File: config.mk
export PLATFORM = sky130hd
export DESIGN_NAME = approx_error_sweeper
export DESIGN_NICKNAME = d
export VERILOG_FILES = /design/src/rtl/approx_eval_pkg.sv /design/src/rtl/approx_error_sweeper_err_accum.sv /design/src/rtl/approx_error_sweeper.sv
export SDC_FILE = /design/constraint.sdc
export NUM_CORES = 1
export LEC_CHECK = 0
export CORE_AREA = 2 2 93 95
export CTS_BUF_LIST = sky130_fd_sc_hd__clkbuf_16
export DETAILED_ROUTE_END_ITERATION = 12
export DIE_AREA = 0 0 95 97
export PLACE_DENSITY = 0.6
export SLEW_MARGIN = 20
export SYNTH_ARGS = -nofsm -noshare
export SYNTH_HDL_FRONTEND = slang
export SYNTH_HIERARCHICAL = 1
export SYNTH_SLANG_ARGS = --single-unit
File: constraint.sdc
create_clock -name clk -period 5.67 [get_ports clk]
set_input_delay 1.134 -clock clk [delete_from_list [all_inputs] [get_ports clk]]
set_output_delay 1.134 -clock clk [all_outputs]
set_load 0.01 [all_outputs]
File: src/rtl/approx_eval_pkg.sv
// Shared types and helpers for the approximate-circuit error sweeper.
// Width localparams reflect the default 4-input/3-output configuration.
package approx_eval_pkg;

  localparam int N_IN_DEF  = 4;
  localparam int N_OUT_DEF = 3;
  localparam int ERR_W     = N_OUT_DEF;
  localparam int SUM_W     = N_OUT_DEF + N_IN_DEF;
  localparam int CNT_W     = N_IN_DEF + 1;
  localparam int ABS_W     = 16;

  typedef enum logic [1:0] {
    IDLE,
    SWEEP,
    DRAIN,
    DONE
  } sweep_state_t;

  // Operands are zero-extended to ABS_W so one helper serves any N_OUT up to 16.
  function automatic logic [ABS_W-1:0] abs_diff(input logic [ABS_W-1:0] a,
                                                input logic [ABS_W-1:0] b);
    return (a > b) ? (a - b) : (b - a);
  endfunction

endpackage

File: src/rtl/approx_error_sweeper_err_accum.sv
// Sample register plus error accumulators (max, sum, violation count/first index).
// A synchronous clr empties the sample stage and zeroes every result.
module err_accum
  import approx_eval_pkg::*;
#(
  parameter int N_IN  = N_IN_DEF,
  parameter int N_OUT = N_OUT_DEF
) (
  input  logic                  clk,
  input  logic                  rst,
  input  logic                  clr,
  input  logic                  in_valid,
  input  logic [N_IN-1:0]       in_idx,
  input  logic [N_OUT-1:0]      exact_in,
  input  logic [N_OUT-1:0]      approx_in,
  input  logic [N_OUT-1:0]      et,
  output logic [N_OUT-1:0]      max_err,
  output logic [N_OUT+N_IN-1:0] err_sum,
  output logic [N_IN:0]         viol_count,
  output logic [N_IN-1:0]       first_viol_vec
);

  localparam int SUM_WID = N_OUT + N_IN;

  logic             s_valid;
  logic [N_IN-1:0]  s_idx;
  logic [N_OUT-1:0] s_exact;
  logic [N_OUT-1:0] s_approx;
  logic [ABS_W-1:0] diff;
  logic             over;

  assign diff = abs_diff(ABS_W'(s_exact), ABS_W'(s_approx));
  assign over = diff > ABS_W'(et);

  always_ff @(posedge clk or posedge rst) begin
    if (rst) begin
      s_valid  <= 1'b0;
      s_idx    <= '0;
      s_exact  <= '0;
      s_approx <= '0;
    end else if (clr) begin
      s_valid  <= 1'b0;
    end else begin
      s_valid  <= in_valid;
      s_idx    <= in_idx;
      s_exact  <= exact_in;
      s_approx <= approx_in;
    end
  end

  always_ff @(posedge clk or posedge rst) begin
    if (rst) begin
      max_err        <= '0;
      err_sum        <= '0;
      viol_count     <= '0;
      first_viol_vec <= '0;
    end else if (clr) begin
      max_err        <= '0;
      err_sum        <= '0;
      viol_count     <= '0;
      first_viol_vec <= '0;
    end else if (s_valid) begin
      if (diff > ABS_W'(max_err)) max_err <= diff[N_OUT-1:0];
      err_sum <= err_sum + SUM_WID'(diff);
      if (over) begin
        viol_count <= viol_count + 1'b1;
        // Vectors arrive in ascending order, so the first hit is the lowest index.
        if (viol_count == '0) first_viol_vec <= s_idx;
      end
    end
  end

endmodule

File: src/rtl/approx_error_sweeper.sv
// Sweep controller: walks every input vector, tags samples through the
// circuit latency and hands them to err_accum.
//
// state | meaning
// IDLE  | waiting for start; results held
// SWEEP | presenting vectors 0 .. 2^N_IN-1
// DRAIN | flushing DUT_LAT+2 cycles of in-flight samples
// DONE  | one-cycle done pulse, results final
module approx_error_sweeper
  import approx_eval_pkg::*;
#(
  parameter int N_IN    = N_IN_DEF,
  parameter int N_OUT   = N_OUT_DEF,
  parameter int DUT_LAT = 0
) (
  input  logic                  clk,
  input  logic                  rst,
  input  logic                  start,
  input  logic                  abort,
  input  logic [N_OUT-1:0]      et,
  output logic [N_IN-1:0]       vec_out,
  input  logic [N_OUT-1:0]      exact_in,
  input  logic [N_OUT-1:0]      approx_in,
  output logic                  busy,
  output logic                  done,
  output logic [N_OUT-1:0]      max_err,
  output logic [N_OUT+N_IN-1:0] err_sum,
  output logic [N_IN:0]         viol_count,
  output logic                  viol,
  output logic [N_IN-1:0]       first_viol_vec
);

  localparam logic [N_IN-1:0] VEC_LAST   = '1;
  localparam logic [2:0]      DRAIN_INIT = 3'(DUT_LAT + 1);

  sweep_state_t     state, state_nxt;
  logic             clr;
  logic             et_load;
  logic [N_OUT-1:0] et_q;
  logic [2:0]       drain_cnt;
  logic             sweep_valid;
  logic             tag_valid;
  logic [N_IN-1:0]  tag_idx;

  always_ff @(posedge clk or posedge rst) begin
    if (rst) state <= IDLE;
    else     state <= state_nxt;
  end

  always_comb begin
    state_nxt = state;
    clr       = 1'b0;
    et_load   = 1'b0;
    case (state)
      IDLE: begin
        if (start) begin
          state_nxt = SWEEP;
          clr       = 1'b1;
          et_load   = 1'b1;
        end
      end
      SWEEP: begin
        if (abort) begin
          state_nxt = IDLE;
          clr       = 1'b1;
        end else if (vec_out == VEC_LAST) begin
          state_nxt = DRAIN;
        end
      end
      DRAIN: begin
        if (abort) begin
          state_nxt = IDLE;
          clr       = 1'b1;
        end else if (drain_cnt == '0) begin
          state_nxt = DONE;
        end
      end
      DONE:    state_nxt = IDLE;
      default: state_nxt = IDLE;
    endcase
  end

  always_ff @(posedge clk or posedge rst) begin
    if (rst) begin
      vec_out   <= '0;
      et_q      <= '0;
      drain_cnt <= '0;
    end else begin
      if (et_load) et_q <= et;
      if (clr)
        vec_out <= '0;
      else if (state == SWEEP && state_nxt == SWEEP)
        vec_out <= vec_out + 1'b1;
      if (state == SWEEP && state_nxt == DRAIN)
        drain_cnt <= DRAIN_INIT;
      else if (state == DRAIN && drain_cnt != '0)
        drain_cnt <= drain_cnt - 1'b1;
    end
  end

  assign busy        = (state == SWEEP) || (state == DRAIN);
  assign done        = (state == DONE);
  assign sweep_valid = (state == SWEEP);

  // Tag line: each vector index rides alongside the circuit latency so the
  // sample register sees the index that produced its exact/approx pair.
  if (DUT_LAT == 0) begin : g_no_lat
    assign tag_valid = sweep_valid;
    assign tag_idx   = vec_out;
  end else begin : g_lat
    logic [DUT_LAT-1:0] dl_valid;
    logic [N_IN-1:0]    dl_idx [DUT_LAT];

    always_ff @(posedge clk or posedge rst) begin
      if (rst) begin
        dl_valid <= '0;
        for (int i = 0; i < DUT_LAT; i++) dl_idx[i] <= '0;
      end else begin
        if (clr) begin
          dl_valid <= '0;
        end else begin
          dl_valid[0] <= sweep_valid;
          for (int i = 1; i < DUT_LAT; i++) dl_valid[i] <= dl_valid[i-1];
        end
        dl_idx[0] <= vec_out;
        for (int i = 1; i < DUT_LAT; i++) dl_idx[i] <= dl_idx[i-1];
      end
    end

    assign tag_valid = dl_valid[DUT_LAT-1];
    assign tag_idx   = dl_idx[DUT_LAT-1];
  end

  err_accum #(
    .N_IN  (N_IN),
    .N_OUT (N_OUT)
  ) u_err_accum (
    .clk            (clk),
    .rst            (rst),
    .clr            (clr),
    .in_valid       (tag_valid),
    .in_idx         (tag_idx),
    .exact_in       (exact_in),
    .approx_in      (approx_in),
    .et             (et_q),
    .max_err        (max_err),
    .err_sum        (err_sum),
    .viol_count     (viol_count),
    .first_viol_vec (first_viol_vec)
  );

  assign viol = (viol_count != '0);

endmodule

==> run_summary.xml <==
<?xml version="1.0" encoding="UTF-8"?>
<metrics>
  <group name="finish">
    <metric name="layout-drive-gt1-share" unit="%">11.3</metric>
    <metric name="nets_final" unit="">364</metric>
    <metric name="utilization" unit="%">42.4</metric>
    <metric name="stdcell_area" unit="sq mm">0.00345</metric>
    <metric name="multi_input_gate_area_in_the_final_layout" unit="sq mm">0.00159</metric>
    <metric name="antenna-diode-count" unit="">0</metric>
    <metric name="seq_area" unit="sq mm">0.00105</metric>
    <metric name="area_delta_synth_final" unit="%">23.2</metric>
    <metric name="fillCellCount" unit="">761</metric>
  </group>
  <group name="setup_path">
    <metric name="cp.required" unit="ns">5.83</metric>
    <metric name="crit_path_start_kind" unit="">register</metric>
    <metric name="crit_path_cell_trace" unit="">inv_1, ha_1, inv_1, fa_1, inv_1, fa_1, a31oi_2, mux2i_1, inv_1, ha_1, nor2b_1, o21a_1, o21ai_1, a21boi_1, mux2_2</metric>
    <metric name="dominant_cell_type_by_count_on_the_critical_path" unit="">sky130_fd_sc_hd__inv_1</metric>
    <metric name="worst-path-max-fanout" unit="">6</metric>
    <metric name="critical_path.max_stage_delay" unit="ns">0.41</metric>
    <metric name="slowest_stage" unit="">sky130_fd_sc_hd__o21ai_1</metric>
    <metric name="timing.setup.critical_path_class" unit="">register to register</metric>
    <metric name="cp_data_arrival_time" unit="ns">3.84</metric>
    <metric name="critical_path_end_type" unit="">register</metric>
  </group>
  <group name="clocking">
    <metric name="latest_clock_arrival_within_the_worst_skew_pair" unit="ns">0.28</metric>
    <metric name="hold_bufs_at_cts" unit="">0</metric>
    <metric name="clock_tree.root_cell" unit="">sky130_fd_sc_hd__clkbuf_16</metric>
    <metric name="postCtsSetupRepairBufs" unit="">0</metric>
    <metric name="cts_buffers" unit="">5</metric>
    <metric name="gates_resized_cts_repair" unit="">0</metric>
    <metric name="tritoncts_num_sinks" unit="">42</metric>
    <metric name="htree_levels" unit="">2</metric>
    <metric name="clk_transition_reported_paths" unit="ns">0.06</metric>
    <metric name="cts-root-to-sink-buffers" unit="">2</metric>
    <metric name="cts_tree" unit="">done</metric>
  </group>
  <group name="sta">
    <metric name="relative_slew_slack" unit="%">49.9</metric>
    <metric name="clock-skew-final" unit="ns">0.00288</metric>
    <metric name="max_clock_freq" unit="MHz">272</metric>
    <metric name="finalSetupViolCount" unit="">0</metric>
    <metric name="setup_total_negative_slack" unit="ns">0</metric>
    <metric name="worst_pin_slew" unit="ns">0.752</metric>
    <metric name="holdWs" unit="ns">0.509</metric>
    <metric name="unrepaired_setup_endpoints_after_global_routing" unit="">no</metric>
    <metric name="finalMaxSlewViolations" unit="">0</metric>
    <metric name="timing.final.crit_share" unit="%">64.8</metric>
    <metric name="period_needed" unit="ns">3.68</metric>
    <metric name="timing.final.hold_violations" unit="">0</metric>
    <metric name="fin_ws" unit="ns">1.99</metric>
  </group>
  <group name="detailed_routing">
    <metric name="drt_wl_total" unit="um">5670</metric>
    <metric name="wl_per_cell" unit="um">13.4</metric>
    <metric name="first_iter_violations" unit="">134</metric>
    <metric name="number_of_remaining_drc_errors" unit="">0</metric>
    <metric name="number_of_iterations_in_the_first_detailed_routing_pass" unit="">4</metric>
    <metric name="routed_via_density" unit="">4.98</metric>
    <metric name="num_vias" unit="">2118</metric>
    <metric name="route.antenna.remaining_nets" unit="">0</metric>
  </group>
  <group name="synth">
    <metric name="post_synthesis_sequential_area_ratio" unit="%">37.5</metric>
    <metric name="ys_seq_elements" unit="">42</metric>
    <metric name="synth.yosys.warnings" unit="">6</metric>
    <metric name="synth_async_sr_flop_share" unit="%">100</metric>
    <metric name="post_synth_inst_count" unit="">279</metric>
    <metric name="mappedNetlistNets" unit="">324</metric>
    <metric name="synth_top_cell_by_area" unit="">sky130_fd_sc_hd__dfrtp_1</metric>
    <metric name="avgSynthCellArea" unit="sq um">10.0</metric>
    <metric name="synth_area_leaders" unit="">sky130_fd_sc_hd__dfrtp_1 (38%), sky130_fd_sc_hd__ha_1 (13%), sky130_fd_sc_hd__mux2_2 (6.4%)</metric>
    <metric name="postSynth.topFlopCell" unit="">sky130_fd_sc_hd__dfrtp_1</metric>
    <metric name="synth_cell_types" unit="">51</metric>
    <metric name="number_of_synthesized_flops_with_an_enable_pin" unit="">0</metric>
    <metric name="synth_area" unit="sq mm">0.00280</metric>
    <metric name="post-synth-top-area-fraction" unit="%">37.5</metric>
  </group>
  <group name="global_route">
    <metric name="global_route.usage.total" unit="%">13.1</metric>
    <metric name="maximum_number_of_pins_on_one_net_before_global_route_repair" unit="">31</metric>
    <metric name="vias_in_the_first_global_route" unit="">2113</metric>
    <metric name="antenna_found_initial" unit="">0</metric>
    <metric name="first_pass_grt_wire_length" unit="um">9890</metric>
    <metric name="globalRoute.totalOverflow" unit="">0</metric>
  </group>
  <group name="floorplanning">
    <metric name="chipHeight" unit="um">97</metric>
    <metric name="fp.dieW" unit="um">95</metric>
    <metric name="die_area" unit="sq mm">0.00922</metric>
    <metric name="core" unit="sq mm">0.00813</metric>
    <metric name="boundaryPins" unit="">39</metric>
    <metric name="placementRows" unit="">33</metric>
    <metric name="floorplan.initialDensity" unit="%">34.4</metric>
  </group>
  <group name="placement">
    <metric name="portBuffers" unit="">38</metric>
    <metric name="gp_congestion" unit="">0.824</metric>
    <metric name="post-place-ws" unit="ns">2.00</metric>
    <metric name="dpl_cell_area" unit="sq mm">0.00331</metric>
    <metric name="dpl.hpwl" unit="um">4230</metric>
  </group>
  <group name="power_and_ir_drop">
    <metric name="vdd_drop_max" unit="V">0.000200</metric>
    <metric name="p_leak" unit="uW">0.00151</metric>
    <metric name="p_per_area" unit="mW/mm^2">567</metric>
  </group>
  <group name="job">
    <metric name="maxCapViolations" unit="">0</metric>
  </group>
  <group name="status">
    <metric name="run_status" unit="">finished, final reports clean</metric>
  </group>
  <group name="worst_hold_path">
    <metric name="path_category_of_the_worst_min_delay_check" unit="">register to register</metric>
  </group>
</metrics>
-- power breakdown --
group	internal, uW	switching (uW)	total (uW)
clock network	163	118	281
logic	540	674	1210
registers	373	87.5	460
total	1080	880	1960
-- cell type report --
cell class                 instances  area share [%]
tap                              105            3.81
clock buffer                       5            3.62
clock inverter                     3           0.616
inverter                          35            3.88
sequential                        42            30.4
multi-input combinational        195            46.2
timing repair buffer              40            11.5
-- metal layers --
| metal | track usage (%) | wire [um] | up-vias |
|---|---|---|---|
| met1 | 18.2 | 2650 | 1019 |
| met4 | 2.34 | 20 | 0 |
| met2 | 21.5 | 2810 | 41 |
| met3 | 2.57 | 194 | 2 |
| li1 | - | - | 1056 |
| met5 | 0 | 0 | - |
-- critical path, delay by kind of cell, from the launching register on --
family                   cells  cell delay, ns
buffers and inverters        4            0.31
flip-flops                   1            0.37
AO/OA/AOI/OAI                4            1.03
adder cells (fa/ha/maj)      4            1.02
AND/OR/NAND/NOR              1            0.13
multiplexers                 2            0.70
-- cell usage after synthesis (all sizes together) (2+ instances only) --
library cell   n
o21ai          5
mux2i          9
o211ai         2
xnor2          3
a21oi         15
nor3           3
fa             4
inv           35
or4            2
nand2b         8
o21a           6
clkbuf         5
o2111ai        3
o31ai          4
nand3          7
a21boi         2
nor2          19
buf            2
nor2b          7
nand2         17
ha            28
dfrtp         42
mux2          17
nor4b          2
or3            3
xor2           2
nand3b         4
a211oi         2
nand4          5
-- placed cells by master (no fill, tap or decap), types with 8 or more instances in the layout --
master / Yosys / layout
sky130_fd_sc_hd__nand2b_1: 8 / 8
sky130_fd_sc_hd__clkdlybuf4s50_1: 0 / 38
sky130_fd_sc_hd__mux2i_1: 9 / 9
sky130_fd_sc_hd__nand2_1: 17 / 17
sky130_fd_sc_hd__dfrtp_1: 42 / 42
sky130_fd_sc_hd__a21oi_1: 14 / 13
sky130_fd_sc_hd__ha_1: 28 / 28
sky130_fd_sc_hd__inv_1: 34 / 34
sky130_fd_sc_hd__mux2_2: 16 / 16
sky130_fd_sc_hd__nor2_1: 19 / 19
-- kinds of logic after synthesis --
group | share of synthesized area (%)
compound gates | 12.7
xor+xnor | 1.56
fa+ha+maj | 15.4
buf+inv | 5.98
flops | 37.5
mux | 11.0
simple gates | 15.9
-- sequential cells by signal, indices dropped and copies added (netlist names), 2 cells and up --
name / count
drain_cnt: 3
et_q: 3
state: 2
u_err_accum/err_sum: 7
u_err_accum/first_viol_vec: 4
u_err_accum/max_err: 3
u_err_accum/s_approx: 3
u_err_accum/s_exact: 3
u_err_accum/s_idx: 4
u_err_accum/viol_count: 5
vec_out: 4
-- stage by stage --
| step | instances | total power (uW) |
|---|---|---|
| CTS | 425 | 1980 |
| detailed placement | 417 | 1680 |
| finish | 425 | 1960 |
| floorplan | 279 | 1390 |
| global placement | 417 | 1660 |
| global route | 425 | 2180 |
-- path summary, 6_finish.rpt --
kind | start | to | slack (ns) | depth (start not counted)
setup / recovery | u_err_accum/s_exact[0]$_DFFE_PP0N_ | u_err_accum/viol_count[0]$_DFFE_PP0P_ | 1.99 | 15
hold / removal | u_err_accum/s_idx[0]$_DFFE_PP0N_ | u_err_accum/s_idx[0]$_DFFE_PP0N_ | 0.51 | 1
setup reg to reg | u_err_accum/s_exact[0]$_DFFE_PP0N_ | u_err_accum/viol_count[0]$_DFFE_PP0P_ | 1.99 | 15
hold reg to reg | u_err_accum/s_idx[0]$_DFFE_PP0N_ | u_err_accum/s_idx[0]$_DFFE_PP0N_ | 0.51 | 1
max in group asynchronous | rst | u_err_accum/s_exact[1]$_DFFE_PP0N_ | 4.11 | 3
min in group asynchronous | rst | vec_out[2]$_DFFE_PP0P_ | 1.20 | 2
Power figures use the tool's default switching activity.
